[src/rtl/cpu_pkg.sv]
// Shared encodings for the Phase 2 controller: opcodes, state codes, strobe bundle
// and the instruction-class helpers used by both decode and next-state logic.
package cpu_pkg;

    localparam logic [4:0] OP_LD   = 5'b00000;
    localparam logic [4:0] OP_LDI  = 5'b00001;
    localparam logic [4:0] OP_ST   = 5'b00010;
    localparam logic [4:0] OP_ADD  = 5'b00011;
    localparam logic [4:0] OP_OR   = 5'b01010;
    localparam logic [4:0] OP_ADDI = 5'b01011;
    localparam logic [4:0] OP_ORI  = 5'b01101;
    localparam logic [4:0] OP_MUL  = 5'b01110;
    localparam logic [4:0] OP_DIV  = 5'b01111;
    localparam logic [4:0] OP_NEG  = 5'b10000;
    localparam logic [4:0] OP_NOT  = 5'b10001;
    localparam logic [4:0] OP_BR   = 5'b10010;
    localparam logic [4:0] OP_JR   = 5'b10011;
    localparam logic [4:0] OP_IN   = 5'b10101;
    localparam logic [4:0] OP_OUT  = 5'b10110;
    localparam logic [4:0] OP_MFHI = 5'b10111;
    localparam logic [4:0] OP_MFLO = 5'b11000;
    localparam logic [4:0] OP_NOP  = 5'b11001;
    localparam logic [4:0] OP_HALT = 5'b11010;

    typedef enum logic [3:0] {
        ST_RESET = 4'b0000,
        ST_T0    = 4'b0001,
        ST_T1    = 4'b0010,
        ST_T2    = 4'b0011,
        ST_T3    = 4'b0100,
        ST_T4    = 4'b0101,
        ST_T5    = 4'b0110,
        ST_T6    = 4'b0111,
        ST_T7    = 4'b1000,
        ST_HALT  = 4'b1111
    } state_t;

    typedef struct packed {
        logic pc_out;
        logic zlow_out;
        logic zhigh_out;
        logic mdr_out;
        logic hi_out;
        logic lo_out;
        logic c_out;
        logic ba_out;
        logic r_out;
        logic inport_out;
        logic pc_in;
        logic ir_in;
        logic mar_in;
        logic mdr_in;
        logic y_in;
        logic zlow_in;
        logic zhigh_in;
        logic hi_in;
        logic lo_in;
        logic r_in;
        logic con_in;
        logic outport_in;
        logic inc_pc;
        logic read;
        logic ram_in;
        logic gra;
        logic grb;
        logic grc;
    } strobes_t;

    function automatic logic is_alu_r(input logic [4:0] op);
        return (op >= OP_ADD) && (op <= OP_OR);
    endfunction

    // ldi shares the immediate datapath; it only swaps Rout for BAout in T3
    function automatic logic is_imm(input logic [4:0] op);
        return ((op >= OP_ADDI) && (op <= OP_ORI)) || (op == OP_LDI);
    endfunction

    function automatic logic is_mem(input logic [4:0] op);
        return (op == OP_LD) || (op == OP_ST);
    endfunction

    function automatic state_t final_step(input logic [4:0] op);
        if (is_alu_r(op) || is_imm(op))        return ST_T5;
        else if (is_mem(op))                   return ST_T7;
        else if (op == OP_MUL || op == OP_DIV) return ST_T6;
        else if (op == OP_NEG || op == OP_NOT) return ST_T4;
        else if (op == OP_BR)                  return ST_T6;
        else                                   return ST_T3;
    endfunction

endpackage

[src/rtl/ctrl_decode.sv]
// Pure combinational map from {state, opcode, CON} to the full strobe bundle.
// States the FSM never reaches for a given opcode decode to all-zero.
module ctrl_decode
    import cpu_pkg::*;
(
    input  state_t     state,
    input  logic [4:0] opcode,
    input  logic       con,
    output strobes_t   s
);

    always_comb begin
        s = '0;
        case (state)
            ST_T0: begin
                s.pc_out = 1'b1; s.mar_in = 1'b1; s.inc_pc = 1'b1; s.zlow_in = 1'b1;
            end
            ST_T1: begin
                s.zlow_out = 1'b1; s.pc_in = 1'b1; s.read = 1'b1; s.mdr_in = 1'b1;
            end
            ST_T2: begin
                s.mdr_out = 1'b1; s.ir_in = 1'b1;
            end
            ST_T3: begin
                if (is_alu_r(opcode) || is_imm(opcode) || is_mem(opcode)) begin
                    s.grb = 1'b1; s.y_in = 1'b1;
                    if (is_mem(opcode) || opcode == OP_LDI) s.ba_out = 1'b1;
                    else                                    s.r_out  = 1'b1;
                end else if (opcode == OP_MUL || opcode == OP_DIV) begin
                    s.gra = 1'b1; s.r_out = 1'b1; s.y_in = 1'b1;
                end else if (opcode == OP_NEG || opcode == OP_NOT) begin
                    s.grb = 1'b1; s.r_out = 1'b1; s.zlow_in = 1'b1;
                end else if (opcode == OP_BR) begin
                    s.gra = 1'b1; s.r_out = 1'b1; s.con_in = 1'b1;
                end else if (opcode == OP_JR) begin
                    s.gra = 1'b1; s.r_out = 1'b1; s.pc_in = 1'b1;
                end else if (opcode == OP_IN) begin
                    s.inport_out = 1'b1; s.gra = 1'b1; s.r_in = 1'b1;
                end else if (opcode == OP_OUT) begin
                    s.gra = 1'b1; s.r_out = 1'b1; s.outport_in = 1'b1;
                end else if (opcode == OP_MFHI) begin
                    s.hi_out = 1'b1; s.gra = 1'b1; s.r_in = 1'b1;
                end else if (opcode == OP_MFLO) begin
                    s.lo_out = 1'b1; s.gra = 1'b1; s.r_in = 1'b1;
                end
            end
            ST_T4: begin
                if (is_alu_r(opcode)) begin
                    s.grc = 1'b1; s.r_out = 1'b1; s.zlow_in = 1'b1;
                end else if (is_imm(opcode) || is_mem(opcode)) begin
                    s.c_out = 1'b1; s.zlow_in = 1'b1;
                end else if (opcode == OP_MUL || opcode == OP_DIV) begin
                    s.grb = 1'b1; s.r_out = 1'b1; s.zlow_in = 1'b1; s.zhigh_in = 1'b1;
                end else if (opcode == OP_NEG || opcode == OP_NOT) begin
                    s.zlow_out = 1'b1; s.gra = 1'b1; s.r_in = 1'b1;
                end else if (opcode == OP_BR) begin
                    s.pc_out = 1'b1; s.y_in = 1'b1;
                end
            end
            ST_T5: begin
                if (is_alu_r(opcode) || is_imm(opcode)) begin
                    s.zlow_out = 1'b1; s.gra = 1'b1; s.r_in = 1'b1;
                end else if (is_mem(opcode)) begin
                    s.zlow_out = 1'b1; s.mar_in = 1'b1;
                end else if (opcode == OP_MUL || opcode == OP_DIV) begin
                    s.zlow_out = 1'b1; s.lo_in = 1'b1;
                end else if (opcode == OP_BR) begin
                    s.c_out = 1'b1; s.zlow_in = 1'b1;
                end
            end
            ST_T6: begin
                if (opcode == OP_LD) begin
                    s.read = 1'b1; s.mdr_in = 1'b1;
                end else if (opcode == OP_ST) begin
                    s.gra = 1'b1; s.r_out = 1'b1; s.mdr_in = 1'b1;
                end else if (opcode == OP_MUL || opcode == OP_DIV) begin
                    s.zhigh_out = 1'b1; s.hi_in = 1'b1;
                end else if (opcode == OP_BR) begin
                    s.zlow_out = con; s.pc_in = con;
                end
            end
            ST_T7: begin
                if (opcode == OP_LD) begin
                    s.mdr_out = 1'b1; s.gra = 1'b1; s.r_in = 1'b1;
                end else if (opcode == OP_ST) begin
                    s.ram_in = 1'b1;
                end
            end
            default: s = '0;
        endcase
    end

endmodule

[src/rtl/control_unit.sv]
// Hardwired Moore sequencer for the Phase 2 datapath: state register, next-state
// logic with halt/stop handling, and fan-out of the decoded strobe bundle.
module control_unit
    import cpu_pkg::*;
(
    input  logic       Clock,
    input  logic       Clear,
    input  logic [4:0] opcode,
    input  logic       CON,
    input  logic       Stop,
    output logic       PCout, ZLowout, ZHighout, MDRout, HIout, LOout, Cout, BAout, Rout, InPortOut,
    output logic       PCin, IRin, MARin, MDRin, Yin, ZLowIn, ZHighIn, HIin, LOin, Rin, CONin, OutPortIn,
    output logic       IncPC, Read, RAMin,
    output logic       GRA, GRB, GRC,
    output logic       Run,
    output logic [3:0] Tstate
);

    state_t   state, state_next;
    strobes_t s;

    always_ff @(posedge Clock or negedge Clear) begin
        if (!Clear) state <= ST_RESET;
        else        state <= state_next;
    end

    // Stop is only honoured on the edge leaving an instruction's last step
    always_comb begin
        state_next = state;
        case (state)
            ST_RESET: state_next = ST_T0;
            ST_HALT:  state_next = ST_HALT;
            default: begin
                if (state == final_step(opcode))
                    state_next = (opcode == OP_HALT || Stop) ? ST_HALT : ST_T0;
                else
                    state_next = state_t'(state + 4'd1);
            end
        endcase
    end

    ctrl_decode u_decode (
        .state  (state),
        .opcode (opcode),
        .con    (CON),
        .s      (s)
    );

    assign {PCout, ZLowout, ZHighout, MDRout, HIout, LOout, Cout, BAout, Rout, InPortOut,
            PCin, IRin, MARin, MDRin, Yin, ZLowIn, ZHighIn, HIin, LOin, Rin, CONin, OutPortIn,
            IncPC, Read, RAMin, GRA, GRB, GRC} = s;

    assign Run    = (state != ST_HALT);
    assign Tstate = state;

endmodule
[config.mk]
export PLATFORM = sky130hd
export DESIGN_NAME = control_unit
export DESIGN_NICKNAME = d
export VERILOG_FILES = /design/src/rtl/cpu_pkg.sv /design/src/rtl/ctrl_decode.sv /design/src/rtl/control_unit.sv
export SDC_FILE = /design/constraint.sdc
export NUM_CORES = 1
export LEC_CHECK = 0
export CORE_MARGIN = 4
export CORE_UTILIZATION = 35
export DETAILED_ROUTE_END_ITERATION = 12
export HOLD_SLACK_MARGIN = 0.06
export PLACE_DENSITY_LB_ADDON = 0.05
export SLEW_MARGIN = 40
export SYNTH_ARGS = -nofsm -noshare
export SYNTH_HDL_FRONTEND = slang
export SYNTH_SLANG_ARGS = --single-unit
[constraint.sdc]
create_clock -name Clock -period 2.65 [get_ports Clock]
set_clock_uncertainty 0.15 [all_clocks]
set_input_delay 0.6625 -clock Clock [delete_from_list [all_inputs] [get_ports Clock]]
set_output_delay 0.6625 -clock Clock [all_outputs]
set_load 0.005 [all_outputs]
## Word-level counts from Yosys, hierarchy flattened

Cells that the tools add are included.

- Equality and inequality tests: 24
- Multiplexer cells: 129
- Reductions and logical operators: 14
- $lt $le $gt $ge: 4
- Add/sub/neg operators: 1

Operators by type and width:

| cell | number |
|---|---|
| 2-to-1 mux 1 bit | 82 |
| 2-to-1 mux 2 bit | 24 |
| == test 5 bit, second input constant | 9 |
| 2-to-1 mux 4 bit | 5 |
| == test 4 x 3 -> 1 bit, second input constant | 4 |
| case mux 1 bit (2 select lines) | 8 |
| case mux 1 bit (4 select lines) | 3 |
| == test 5 x 4 -> 1 bit, second input constant | 2 |
| <= comparator 5 x 4 -> 1 bit, second input constant | 2 |
| logical OR 1 bit | 9 |
| 2-to-1 mux 3 bit | 3 |
| == test 4 x 2 -> 1 bit, second input constant | 2 |
| == test 4 bit, second input constant | 2 |
| case mux 4 bit (2 select lines) | 1 |
| case mux 1 bit (3 select lines) | 2 |
| == test 5 x 1 -> 1 bit, second input constant | 1 |
| == test 5 x 2 -> 1 bit, second input constant | 1 |
| >= comparator 5 x 2 -> 1 bit, second input constant | 1 |
| >= comparator 5 x 4 -> 1 bit, second input constant | 1 |
| logical NOT 5 bit | 1 |
| case mux 1 bit (5 select lines) | 1 |
| adder 4 x 1 -> 4 bit, second input constant | 1 |
| == test 4 x 1 -> 1 bit, second input constant | 1 |
| == test 4 bit | 1 |
| 4 further kinds | 5 |

- Output and inout port bits: 33
- Logic and storage cells: 173
- Flip-flop bits (word level): 4
- Input port bits: 9

## Logic depth before layout (Yosys ltp)

Gate-level depths: netlist of the first run.

- Depth in word-level cells: 11
- Mapped depth: 7
- Mapped depth without buffers: 7

## Hierarchy

Synthesis of the first run repeated with hierarchy kept, for this count alone.

- Cells, all modules: 143
- Area total of the unflattened synthesis: 996.0 um^2

Modules (own cells, without submodules):

| module | cells each | sequential area each (um^2) | area each (um^2) | times used |
|---|---|---|---|---|
| ctrl_decode | 104 | 0.0 | 636.9 | 1 |
| control_unit | 39 | 100.1 | 359.1 | 1 |

## Worst setup path before layout of the first run

OpenSTA, ideal clock, no wires.

- Path type: input port to output port
- From: input port opcode[3]
- To: output port ZLowout
- Stages: 6
- Data required time: 1.837 ns
- Setup slack: -0.034 ns
- Arrival time: 1.872 ns
- Path through: buf_4 -> nor3_1 -> nand3_1 -> or2_2 -> a21o_1 -> o211ai_1

- Cells in the longest elaborated chain, start to end: 7
- Elaborated cells on any way between the ends: 32
- Those cells by class: 4 x order compare; 7 x eq/ne; 12 x mux; 9 x reduce/logical

RTL lines:

| element | line | text |
|---|---|---|
| from (decl) | control_unit.sv:8 | `input logic [4:0] opcode,` |
| >= comparator 5 x 4 -> 1 bit, or another cell as far along | cpu_pkg.sv:75 | `return ((op >= OP_ADDI) && (op <= OP_ORI)) \|\| (op == OP_LDI);` |
| logical AND 1 bit or logical OR 1 bit (tied branches) | cpu_pkg.sv:75, ctrl_decode.sv:54 |  |
| logical OR 1 bit or 2-to-1 mux 1 bit (tied branches) | cpu_pkg.sv:75, ctrl_decode.sv:54 |  |
| logical OR 1 bit or 2-to-1 mux 2 bit (tied branches) | ctrl_decode.sv:50, ctrl_decode.sv:52 |  |
| 2-to-1 mux 2 bit | ctrl_decode.sv:50 | `end else if (is_imm(opcode) \|\| is_mem(opcode)) begin` |
| 2-to-1 mux 2 bit | ctrl_decode.sv:48 | `if (is_alu_r(opcode)) begin` |
| case mux 1 bit (4 select lines) * | ctrl_decode.sv:14 | `case (state)` |
| to (decl) | control_unit.sv:11 | `output logic PCout, ZLowout, ZHighout, MDRout, HIout, LOout, Cout, BAout, Rout, InPortOut,` |

Mark *: on every way between the ends. The rest lies on a longest branch, timed or not.

## Worst setup path after layout of the first run

- From: input port opcode[3]
- To: output port HIout

- Cells in the longest elaborated chain, start to end: 10
- Elaborated cells on any way between the ends: 33
- Those cells by class: 4 x order compare; 11 x eq/ne; 9 x mux; 9 x reduce/logical

RTL lines:

| element | line | text |
|---|---|---|
| == test 5 bit | ctrl_decode.sv:41 | `end else if (opcode == OP_MFHI) begin` |
| 2-to-1 mux 1 bit | ctrl_decode.sv:41 |  |
| 2-to-1 mux 2 bit | ctrl_decode.sv:39 | `end else if (opcode == OP_OUT) begin` |
| 2-to-1 mux 2 bit | ctrl_decode.sv:37 | `end else if (opcode == OP_IN) begin` |
| 2-to-1 mux 2 bit | ctrl_decode.sv:35 | `end else if (opcode == OP_JR) begin` |
| 2-to-1 mux 2 bit | ctrl_decode.sv:33 | `end else if (opcode == OP_BR) begin` |
| 2-to-1 mux 2 bit | ctrl_decode.sv:31 | `end else if (opcode == OP_NEG \|\| opcode == OP_NOT) begin` |
| 2-to-1 mux 2 bit | ctrl_decode.sv:29 | `end else if (opcode == OP_MUL \|\| opcode == OP_DIV) begin` |
| 2-to-1 mux 2 bit * | ctrl_decode.sv:25 | `if (is_alu_r(opcode) \|\| is_imm(opcode) \|\| is_mem(opcode)) begin` |
| 2-to-1 mux 2 bit * | ctrl_decode.sv:14 |  |
| to (decl) | control_unit.sv:11 |  |

Marked as above.

==> results by group, run 1 <==
Status
  – Outcome: finished with violations
  – Failing checks: negative setup slack

Worst setup path
  – Crit end category: primary output
  – Crit-path max FO: 7
  – CP Class: in2out
  – Most Frequent Cell on Critical Path: buf_4
  – Critical path launch point type: input port
  – Crit path DAT: 2.01 ns
  – CP Cell Sequence: buf_4 > bufbuf_16 > nor2b_4 > nand2_1 > buf_4 > nor2_1 > clkdlybuf4s15_1
  – R2R Setup Slk: 0.46 ns
  – CP peak stage delay: 0.28 ns
  – CP max stage cell: bufbuf_16
  – Worst Path Required: 1.84 ns

Placement
  – HPWL Detailed: 2.90 mm
  – Final GP Congestion: 0.897
  – Port bufs: 41
  – Placed cells: 246

Route
  – Routed len/inst: 20.0 µm
  – Via Count: 1,665
  – DR iter-0 viols: 202
  – Residual DRC count: 0
  – Via-to-Cell Ratio: 6.08
  – Post-Route WL: 5.48 mm
  – Post-DRT Antenna Nets: 0
  – DRT Pass-1 Iters: 4

Yosys
  – Area contributors post-synth: dfrtp_1, nand2_1, ha_1, nand3_1, nor2_1
  – Async set-or-reset flop fraction in the synthesized netlist: 100%
  – Cell taking the most area after synthesis: dfrtp_1
  – Part of the Yosys area used for sequential elements: 10.9%
  – Synth Register Bits: 4
  – Synth Warn #: 0
  – Syn nets: 149
  – Ys flop type: dfrtp_1
  – Number of synthesized flops with an enable pin: 0
  – Most common cell in the netlist: nand2_1
  – Yosys top cell area share: 10.9%
  – Synthesized instance count: 136
  – Most frequent cells after synthesis: nand2_1, nor2_1, nand3_1, inv_1, nor3_1
  – Netlist cell types: 44
  – Syn avg cell area: 6.75 µm²
  – Netlist Area Pre-Place: 918 µm²

Power
  – Comb pwr share: 83.4%
  – Clock share of power: 6.1%
  – Tot Pwr: 1.31 mW
  – LEAKAGE: 1.02 nW
  – Sw frac: 47.0%
  – Int Pwr: 692 µW
  – Power Dens Cells: 605 mW/mm²
  – Sequential power share: 10.4%
  – Worst vdd ir: 0.860 mV
  – P_sw: 614 µW

Global routing
  – Initial antenna violation count: 0
  – Vias in the first global route: 1,592
  – Largest net degree at the start of global routing: 12
  – Remaining global-route overflow: 0
  – GRT Total Usage: 28.4%
  – First-pass GRT wire length: 7.67 mm

STA
  – RSZ-0062 raised after global routing: yes
  – Fmax: 354 MHz
  – Final Hold Violating Endpoints: 0
  – Period utilisation layout: 107%
  – PnR worst setup slack: -0.172 ns
  – Fin crit period: 2.82 ns
  – Relative slew margins: 74.2%
  – # setup viols final: 6
  – Slew @ Worst Pin: 0.384 ns
  – Pins Over Slew Limit: 0

Die
  – I/O pin total: 42
  – Die Area: 0.00351 mm²
  – FP Rows: 18
  – Starting density of the core: 36.7%
  – DIE HEIGHT: 59.2 µm
  – Die Span X: 59.2 µm
  – Core area: 0.00250 mm²

Cells and area
  – Share of cells above drive strength 1: 57.4%
  – Fin cells: 274
  – Area Growth Syn to Fin: 135%
  – Final net count: 259
  – Fillers: 143
  – Max FFs per register: 4
  – N_diodes: 0

CTS
  – Number of H-tree branching levels: 1
  – CTS Buf Count: 3
  – Clock tree sinks: 4
  – Clock latency on the worst-skew pair: 0.23 ns
  – Clock transition at path regs: 0.04 ns
  – Maximum buffer depth of the clock tree: 2
  – CTS tree: yes
  – Root Buffer: clkbuf_4

Flow run
  – Max cap viols: 0

Hold path
  – Worst hold path type: in2async
==> final timing paths <==
| check | startpoint | to | cells past startpoint |
|---|---|---|---|
| max reg2reg | Tstate[2] | Tstate[2] | 7 |
| min in group Clock | Tstate[0] | Tstate[0] | 2 |
| min reg2reg | Tstate[0] | Tstate[0] | 2 |
| max | opcode[3] | HIout | 7 |
| min | Clear | Tstate[3] | 1 |
| max in group asynchronous | Clear | Tstate[0] | 1 |
==> repair_timing <==
item | in CTS | in global routing
buffers inserted | 21 | 6
setup endpoints to repair | 31 | 28
gates resized for setup | 135 | 35
pin swaps | 18 | 18
hold buffers | 0 | 0
gates cloned | 1 | 0
endpoints found under the hold margin | 0 | 0
==> routing by layer <==
metal  wire length (µm)  up-vias  global-route usage, %
met4                246        0                   12.6
met2               2650      126                   50.1
met3                480       27                   1.74
met5                  0        -                      0
li1                   -      723                      -
met1               2110      789                   35.1
==> per-stage QoR <==
step	util, %	hold slack [ns]	instance area, µm²	TNS, ns	worst slack [ns]
6_report	86.4	0.487	2160	-0.608	-0.172
5_1_grt	86.4	0.489	2160	-1.18	-0.179
4_1_cts	80.9	0.469	2020	0	0.000492
3_5_place_dp	67.7	0.539	1690	-19.01	-0.829
3_3_place_gp	67.7	0.523	1690	-18.23	-0.802
2_1_floorplan	-	0.217	925	0	0.0602
==> worst max-delay path: cells and delay by family <==
kind / cells / cell delay (ns)
buffers and inverters: 4 / 0.86
and+or+nand+nor: 3 / 0.49
==> logic make-up (layout without fill, tap and decap cells) <==
family	Yosys count	after routing	synth area share, %
buffers and inverters	20	128	10.4
flip-flops	4	4	10.9
XOR/XNOR	2	2	1.91
multiplexers	2	2	2.32
AO/OA/AOI/OAI	33	33	26.2
adder cells (fa/ha/maj)	4	4	5.45
AND/OR/NAND/NOR	71	71	42.9
==> final cells by class <==
cell class,instances,area [µm²],share of cell area [%]
clock buffers,3,22.5,1.04
well taps,30,37.5,1.74
repair buffers,118,1020,47.1
multi-input cells,112,956,44.2
inverters,7,26.3,1.22
flip-flops and latches,4,101,4.69
==> power groups by stage <==
stage          sequential [mW]  combinational [mW]  clock [mW]
2_1_floorplan            0.132               0.402           0
3_3_place_gp             0.122               0.868           0
3_5_place_dp             0.123               0.878           0
4_1_cts                  0.119               0.967      0.0774
5_1_grt                  0.137                1.15      0.0834
6_report                 0.136                1.09      0.0800
==> layout by cell type (no fill, tap or decap), types with 5 or more instances in the layout <==
| cell type | n |
|---|---|
| nor2_1 | 9 |
| nand3_1 | 5 |
| buf_2 | 10 |
| dlygate4sd2_1 | 11 |
| buf_4 | 62 |
| clkdlybuf4s50_1 | 8 |
| buf_6 | 13 |
| nand2_1 | 12 |
No activity file was read; power rests on OpenSTA's default activity.
==> inputs of run 2 (changes only) <==
Settings changed: ABC_AREA set to 1, PLACE_DENSITY set to 0.75, PLACE_DENSITY_LB_ADDON 0.05 to unset.
==> run 2 against run 1 <==
Net effect: the flow now finishes without violations; setup slack improved by 0.18 ns; combinational power decreased by 88%; sequential power decreased by 55%; total power decreased by 79%; routed wire length decreased by 13%; clock power decreased by 3.3%; register-to-register slack improved by 0.40 ns; worst hold slack got worse by 0.014 ns; synthesized cell count increased by 21%; area after synthesis increased by 0.41%; critical path type unchanged; critical endpoint is now GRA; largest cell class is now multi-input gates; highest routed layer unchanged.
==> results by group, run 2 <==
Status
  – Outcome: finished, final reports clean

STA
  – Pins Over Slew Limit: 0
  – # setup viols final: 0
  – Relative slew margins: 77.2%
  – Period utilisation layout: 99.7%
  – Slew @ Worst Pin: 0.340 ns
  – Fin crit period: 2.64 ns
  – RSZ-0062 raised after global routing: yes
  – Fmax: 379 MHz
  – Final Hold Violating Endpoints: 0
  – PnR worst setup slack: 0.00926 ns

Yosys
  – Syn nets: 177
  – Part of the Yosys area used for sequential elements: 10.9%
  – Netlist Area Pre-Place: 922 µm²
  – Post-Synth Adder-Cell Area: 5.43%
  – Async set-or-reset flop fraction in the synthesized netlist: 100%
  – Xor/xnor share of the synthesized area: 1.90%
  – Most frequent cells after synthesis: nand2_1, nor2_1, inv_1, nand3_1, o21ai_0
  – Netlist cell types: 26
  – Area contributors post-synth: nand2_1, dfrtp_1, nor2_1, nand3_1, inv_1
  – Largest family of logic cells by synthesized area: simple AND/OR/NAND/NOR gates
  – Post-synthesis mux area share: 0%
  – Yosys top cell area share: 16.3%
  – Cell taking the most area after synthesis: nand2_1
  – Most common cell in the netlist: nand2_1
  – Synth Warn #: 0
  – Synth Register Bits: 4
  – Simple-gate share of the synthesized area: 58.1%
  – Ys flop type: dfrtp_1
  – Number of synthesized flops with an enable pin: 0
  – Syn avg cell area: 5.62 µm²
  – Synthesized instance count: 164
  – Compound-Gate Fraction of Synth Area: 10.2%

Cells and area
  – Area Growth Syn to Fin: 107%
  – Fillers: 165
  – Share of cells above drive strength 1: 50.4%
  – Commonest non-fill, non-tap cell in the layout: buf_4
  – Max FFs per register: 4
  – Post-layout util: 76.4%
  – Final net count: 277
  – N_diodes: 0
  – Most frequent cells in the layout: buf_4, nand2_1, inv_1

Route
  – Routed len/inst: 16.2 µm
  – Residual DRC count: 0
  – Post-Route WL: 4.74 mm
  – Post-DRT Antenna Nets: 0
  – DRT Pass-1 Iters: 4
  – Via-to-Cell Ratio: 5.49
  – Via Count: 1,602
  – DR iter-0 viols: 71

CTS
  – Clock transition at path regs: 0.04 ns
  – Number of H-tree branching levels: 1
  – Maximum buffer depth of the clock tree: 2
  – Root Buffer: clkbuf_4
  – Hold Buf Count CTS: 0
  – Clock tree sinks: 4
  – CTS Buf Count: 3
  – CTS tree: yes
  – Clock latency on the worst-skew pair: 0.24 ns

Placement
  – Setup WS pre-CTS: -0.823 ns
  – Port bufs: 41
  – HPWL Detailed: 2.89 mm
  – Final GP Congestion: 0.926

Power
  – Clock share of power: 28.7%
  – Sw frac: 36.6%
  – Worst vdd ir: 0.339 mV
  – P_sw: 98.9 µW
  – Sequential power share: 22.8%
  – Power Dens Cells: 141 mW/mm²
  – LEAKAGE: 1.03 nW
  – Comb pwr share: 48.6%
  – Int Pwr: 171 µW

Worst setup path
  – Crit-path max FO: 5
  – CP max stage cell: nor2_8
  – Crit path DAT: 1.83 ns
  – Critical path launch point type: input port
  – Top delay family on crit path: simple AND/OR/NAND/NOR gates
  – Worst path buffer plus inverter count: 4
  – CP peak stage delay: 0.16 ns
  – Worst Path Required: 1.84 ns
  – CP Cell Sequence: buf_6 > buf_6 > nor2_8 > buf_4 > nand3_1 > nand2_2 > nor2_4 > o21ai_1 > nor2_1 > nand3_1 > buf_2
  – CP Class: in2out
  – Crit end category: primary output

Die
  – Die Area: 0.00352 mm²
  – DIE HEIGHT: 59.3 µm
  – I/O pin total: 42
  – Die Span X: 59.3 µm
  – Core area: 0.00250 mm²
  – FP Rows: 18
  – Starting density of the core: 36.9%

Global routing
  – Vias in the first global route: 1,586
  – Remaining global-route overflow: 0
  – GRT Total Usage: 25.6%
  – Initial antenna violation count: 0
  – First-pass GRT wire length: 6.96 mm
  – Largest net degree at the start of global routing: 10

Hold path
  – Worst hold path type: in2async

Flow run
  – Max cap viols: 0
run 2: cell count changes after synthesis, moves of 6 or more:
cell	before	now
nand3_1	10	18
nand2_1	16	40
nor2_1	13	25
inv_1	7	24
clkbuf_1	6	0
run 2: cell type report:
type                            count  area [µm²]  share of cell area (%)
Multi-Input combinational cell    129         862                    45.2
Timing Repair Buffer               98         777                    40.7
Clock buffer                        3        22.5                    1.18
Tap cell                           30        37.5                    1.97
Inverter                           28         110                    5.77
Sequential cell                     4         100                    5.24
run 2: worst reg2reg max path: cells and delay by family (launching register included):
family / cells / cell delay, ns
AND/OR/NAND/NOR: 8 / 0.88
buffers and inverters: 2 / 0.19
AO/OA/AOI/OAI: 1 / 0.07
flip-flops: 1 / 0.38
run 2: power groups by stage:
| stage | Clock, mW | Combinational [mW] | Sequential (mW) |
|---|---|---|---|
| 2_1_floorplan | 0 | 0.0428 | 0.0622 |
| 3_3_place_gp | 0 | 0.0935 | 0.0622 |
| 3_5_place_dp | 0 | 0.0952 | 0.0622 |
| 5_1_grt | 0.0835 | 0.139 | 0.0613 |
| 4_1_cts | 0.0803 | 0.117 | 0.0614 |
| 6_report | 0.0774 | 0.131 | 0.0614 |
run 2: final timing paths:
kind | from | end | slack, ns | depth (start not counted)
max reg2reg | Tstate[3] | Tstate[1] | 0.86 | 11
max | opcode[2] | GRA | 0.009 | 11
max in group asynchronous | Clear | Tstate[3] | 1.71 | 1
min | Clear | Tstate[0] | 0.47 | 1
min in group Clock | Tstate[3] | Tstate[2] | 0.55 | 2
min reg2reg | Tstate[3] | Tstate[2] | 0.55 | 2
run 2: kinds of logic (layout without fill, tap and decap cells):
group           Yosys count  after routing
buf+inv                  31            129
flops                     4              4
simple gates            108            108
compound gates           15             15
fa+ha+maj                 4              4
xor+xnor                  2              2
run 2: routing by layer:
metal	wire length (µm)	up-vias	GRT usage [%]	share of wire, %
met3	432	32	2.61	9.1
met5	0	-	0	0
met4	301	0	12.6	6.3
met2	2300	105	46.8	48
li1	-	726	-	-
met1	1710	739	29.0	36
run 2: stage by stage:
stage	hold slack [ns]	TNS, ns	area (µm²)	power (mW)	std cells
after floorplan	0.217	0	922	0.105	164
after global placement	0.487	-16.43	1650	0.156	272
after detailed placement	0.501	-17.56	1650	0.157	272
after CTS	0.471	0	1850	0.259	290
after global routing	0.480	-0.114	1910	0.283	292
final	0.473	0	1910	0.270	292
run 2: repair_timing:
item,4_1_cts,5_1_grt
setup buffers,15,3
gates resized for setup,118,23
endpoints found under the setup margin,26,18
pin swaps,15,14
==> inputs of run 3 (changes only) <==
Clock period 2.65 ns to 2.3 ns, I/O delays scaled along.
==> run 3 against run 2 <==
Net effect: the run now ends with negative setup slack left; routed wire length is 55% higher; sequential power grew 15%; sequential share of layout area shrank 0.92 points; largest cell class is now non-clock buffers; clock power up 22%; combinational power increased by 41%; critical path type unchanged; register-to-register slack got worse by 0.79 ns; final cell count is 9.9% higher; count of clock-buffer cells in the layout is the same; setup slack worse by 0.24 ns; final area grew 21%.
==> results by group, run 3 (synthesis results as in run 2) <==
Die
  – Die Span X: 59.3 µm
  – Die Area: 0.00352 mm²
  – Starting density of the core: 36.9%
  – I/O pin total: 42
  – DIE HEIGHT: 59.3 µm
  – Core area: 0.00250 mm²
  – FP Rows: 18

Cells and area
  – Share of cells above drive strength 1: 71.8%
  – Most frequent cells in the layout: buf_4, nand2_1, buf_6
  – N_diodes: 0
  – Post-route cell area: 0.00232 mm²
  – Commonest non-fill, non-tap cell in the layout: buf_4
  – Area Growth Syn to Fin: 151%
  – Max FFs per register: 4
  – Post-layout util: 92.6%
  – Final net count: 306
  – Fillers: 88

Global routing
  – Largest net degree at the start of global routing: 11
  – First-pass GRT wire length: 8.67 mm
  – Remaining global-route overflow: 0
  – Vias in the first global route: 1,769
  – Initial antenna violation count: 0
  – GRT Total Usage: 32.5%

Power
  – Clock share of power: 26.9%
  – P_sw: 140 µW
  – Power Dens Cells: 151 mW/mm²
  – Comb pwr share: 52.9%
  – Sequential power share: 20.2%
  – LEAKAGE: 1.20 nW
  – Sw frac: 40.0%
  – Int Pwr: 210 µW
  – Tot Pwr: 350 µW
  – Worst vdd ir: 0.365 mV

Route
  – DR iter-0 viols: 248
  – DRT Pass-1 Iters: 5
  – Post-DRT Antenna Nets: 0
  – Via Count: 1,919
  – Residual DRC count: 0
  – Routed len/inst: 22.9 µm
  – Post-Route WL: 7.36 mm
  – Via-to-Cell Ratio: 5.98

STA
  – Final Hold Violating Endpoints: 0
  – RSZ-0062 raised after global routing: yes
  – PnR worst setup slack: -0.235 ns
  – Fin crit period: 2.53 ns
  – Fmax: 394 MHz
  – Worst hold slack: 0.405 ns
  – Relative slew margins: 72.3%
  – Period utilisation layout: 110%
  – Pins Over Slew Limit: 0
  – # setup viols final: 28
  – Slew @ Worst Pin: 0.414 ns

Worst setup path
  – Critical path launch point type: input port
  – Crit path DAT: 1.81 ns
  – Crit end category: primary output
  – Crit-path max FO: 5
  – Worst Path Required: 1.57 ns
  – CP Class: in2out

CTS
  – Number of H-tree branching levels: 1
  – CTS tree: yes
  – CTS Buf Count: 3
  – Clock transition at path regs: 0.05 ns
  – Maximum buffer depth of the clock tree: 2
  – Clock tree sinks: 4
  – Root Buffer: clkbuf_4
  – Clock latency on the worst-skew pair: 0.24 ns
  – Hold Buf Count CTS: 0

Placement
  – Port bufs: 41
  – HPWL Detailed: 3.12 mm
  – Setup WS pre-CTS: -1.00 ns
  – Final GP Congestion: 0.894
  – Post-Place Cell Area: 0.00177 mm²

Hold path
  – Worst hold path type: in2async

Status
  – Outcome: finished with violations
  – Failing checks: negative setup slack

Flow run
  – Max cap viols: 0
-- run 3: cell types whose count changed in the layout (fill, tap and decap cells not counted), sizes merged --
cell / change
buf: +43
clkbuf: +1
clkdlybuf4s15: +1
clkdlybuf4s50: -3
dlygate4sd2: -12
dlymetal6s2s: -1
-- run 3: worst max-delay path, stage by stage --
cell	delay, ns
buf_8	0.07
buf_6	0.12
nor2_8	0.06
buf_12	0.12
buf_6	0.11
nand3_4	0.11
nand3_2	0.16
nor2_4	0.14
nand3_1	0.10
nor2_2	0.11
buf_2	0.13
-- run 3: final timing paths --
kind | start | end | slack, ns | cells past startpoint
setup / recovery | opcode[2] | LOout | -0.23 | 11
hold / removal | Clear | Tstate[0] | 0.41 | 1
setup reg to reg | Tstate[3] | Tstate[1] | 0.07 | 13
hold reg to reg | Tstate[0] | Tstate[0] | 0.69 | 3
max in group asynchronous | Clear | Tstate[3] | 1.41 | 1
min in group Clock | Tstate[0] | Tstate[0] | 0.69 | 3
-- run 3: power groups by stage --
stage | clock network (mW) | logic (mW) | registers (mW)
after detailed placement | 0 | 0.112 | 0.0717
after floorplan | 0 | 0.0493 | 0.0717
after CTS | 0.0869 | 0.143 | 0.0708
final | 0.0942 | 0.185 | 0.0706
after global placement | 0 | 0.110 | 0.0717
after global routing | 0.0995 | 0.191 | 0.0706
-- run 3: metrics by stage --
step                      instances  setup TNS [ns]
after global routing            321           -4.79
after floorplan                 164               0
final                           321           -3.33
after detailed placement        288          -22.95
after CTS                       311          -0.776
after global placement          288          -22.13
-- run 3: per-layer routing --
layer  routed length [µm]  vias up  GRT usage [%]
li1                     -      781              -
met1                 2580      869           38.3
met2                 3290      194           56.6
met3                  838       75           4.58
met4                  652        0           16.2
met5                    0        -              0
-- run 3: what timing repair did --
item / CTS / global route
pin swaps: 27 / 30
setup endpoints to repair: 33 / 32
buffers inserted: 23 / 15
resized for setup: 186 / 71
-- run 3: layout make-up --
| class | count | area [µm²] | area share (%) |
|---|---|---|---|
| clock buffer | 3 | 22.5 | 0.972 |
| inverter | 28 | 115 | 4.97 |
| multi-input combinational | 129 | 1010 | 43.7 |
| sequential | 4 | 100 | 4.32 |
| tap | 30 | 37.5 | 1.62 |
| timing repair buffer | 127 | 1030 | 44.4 |
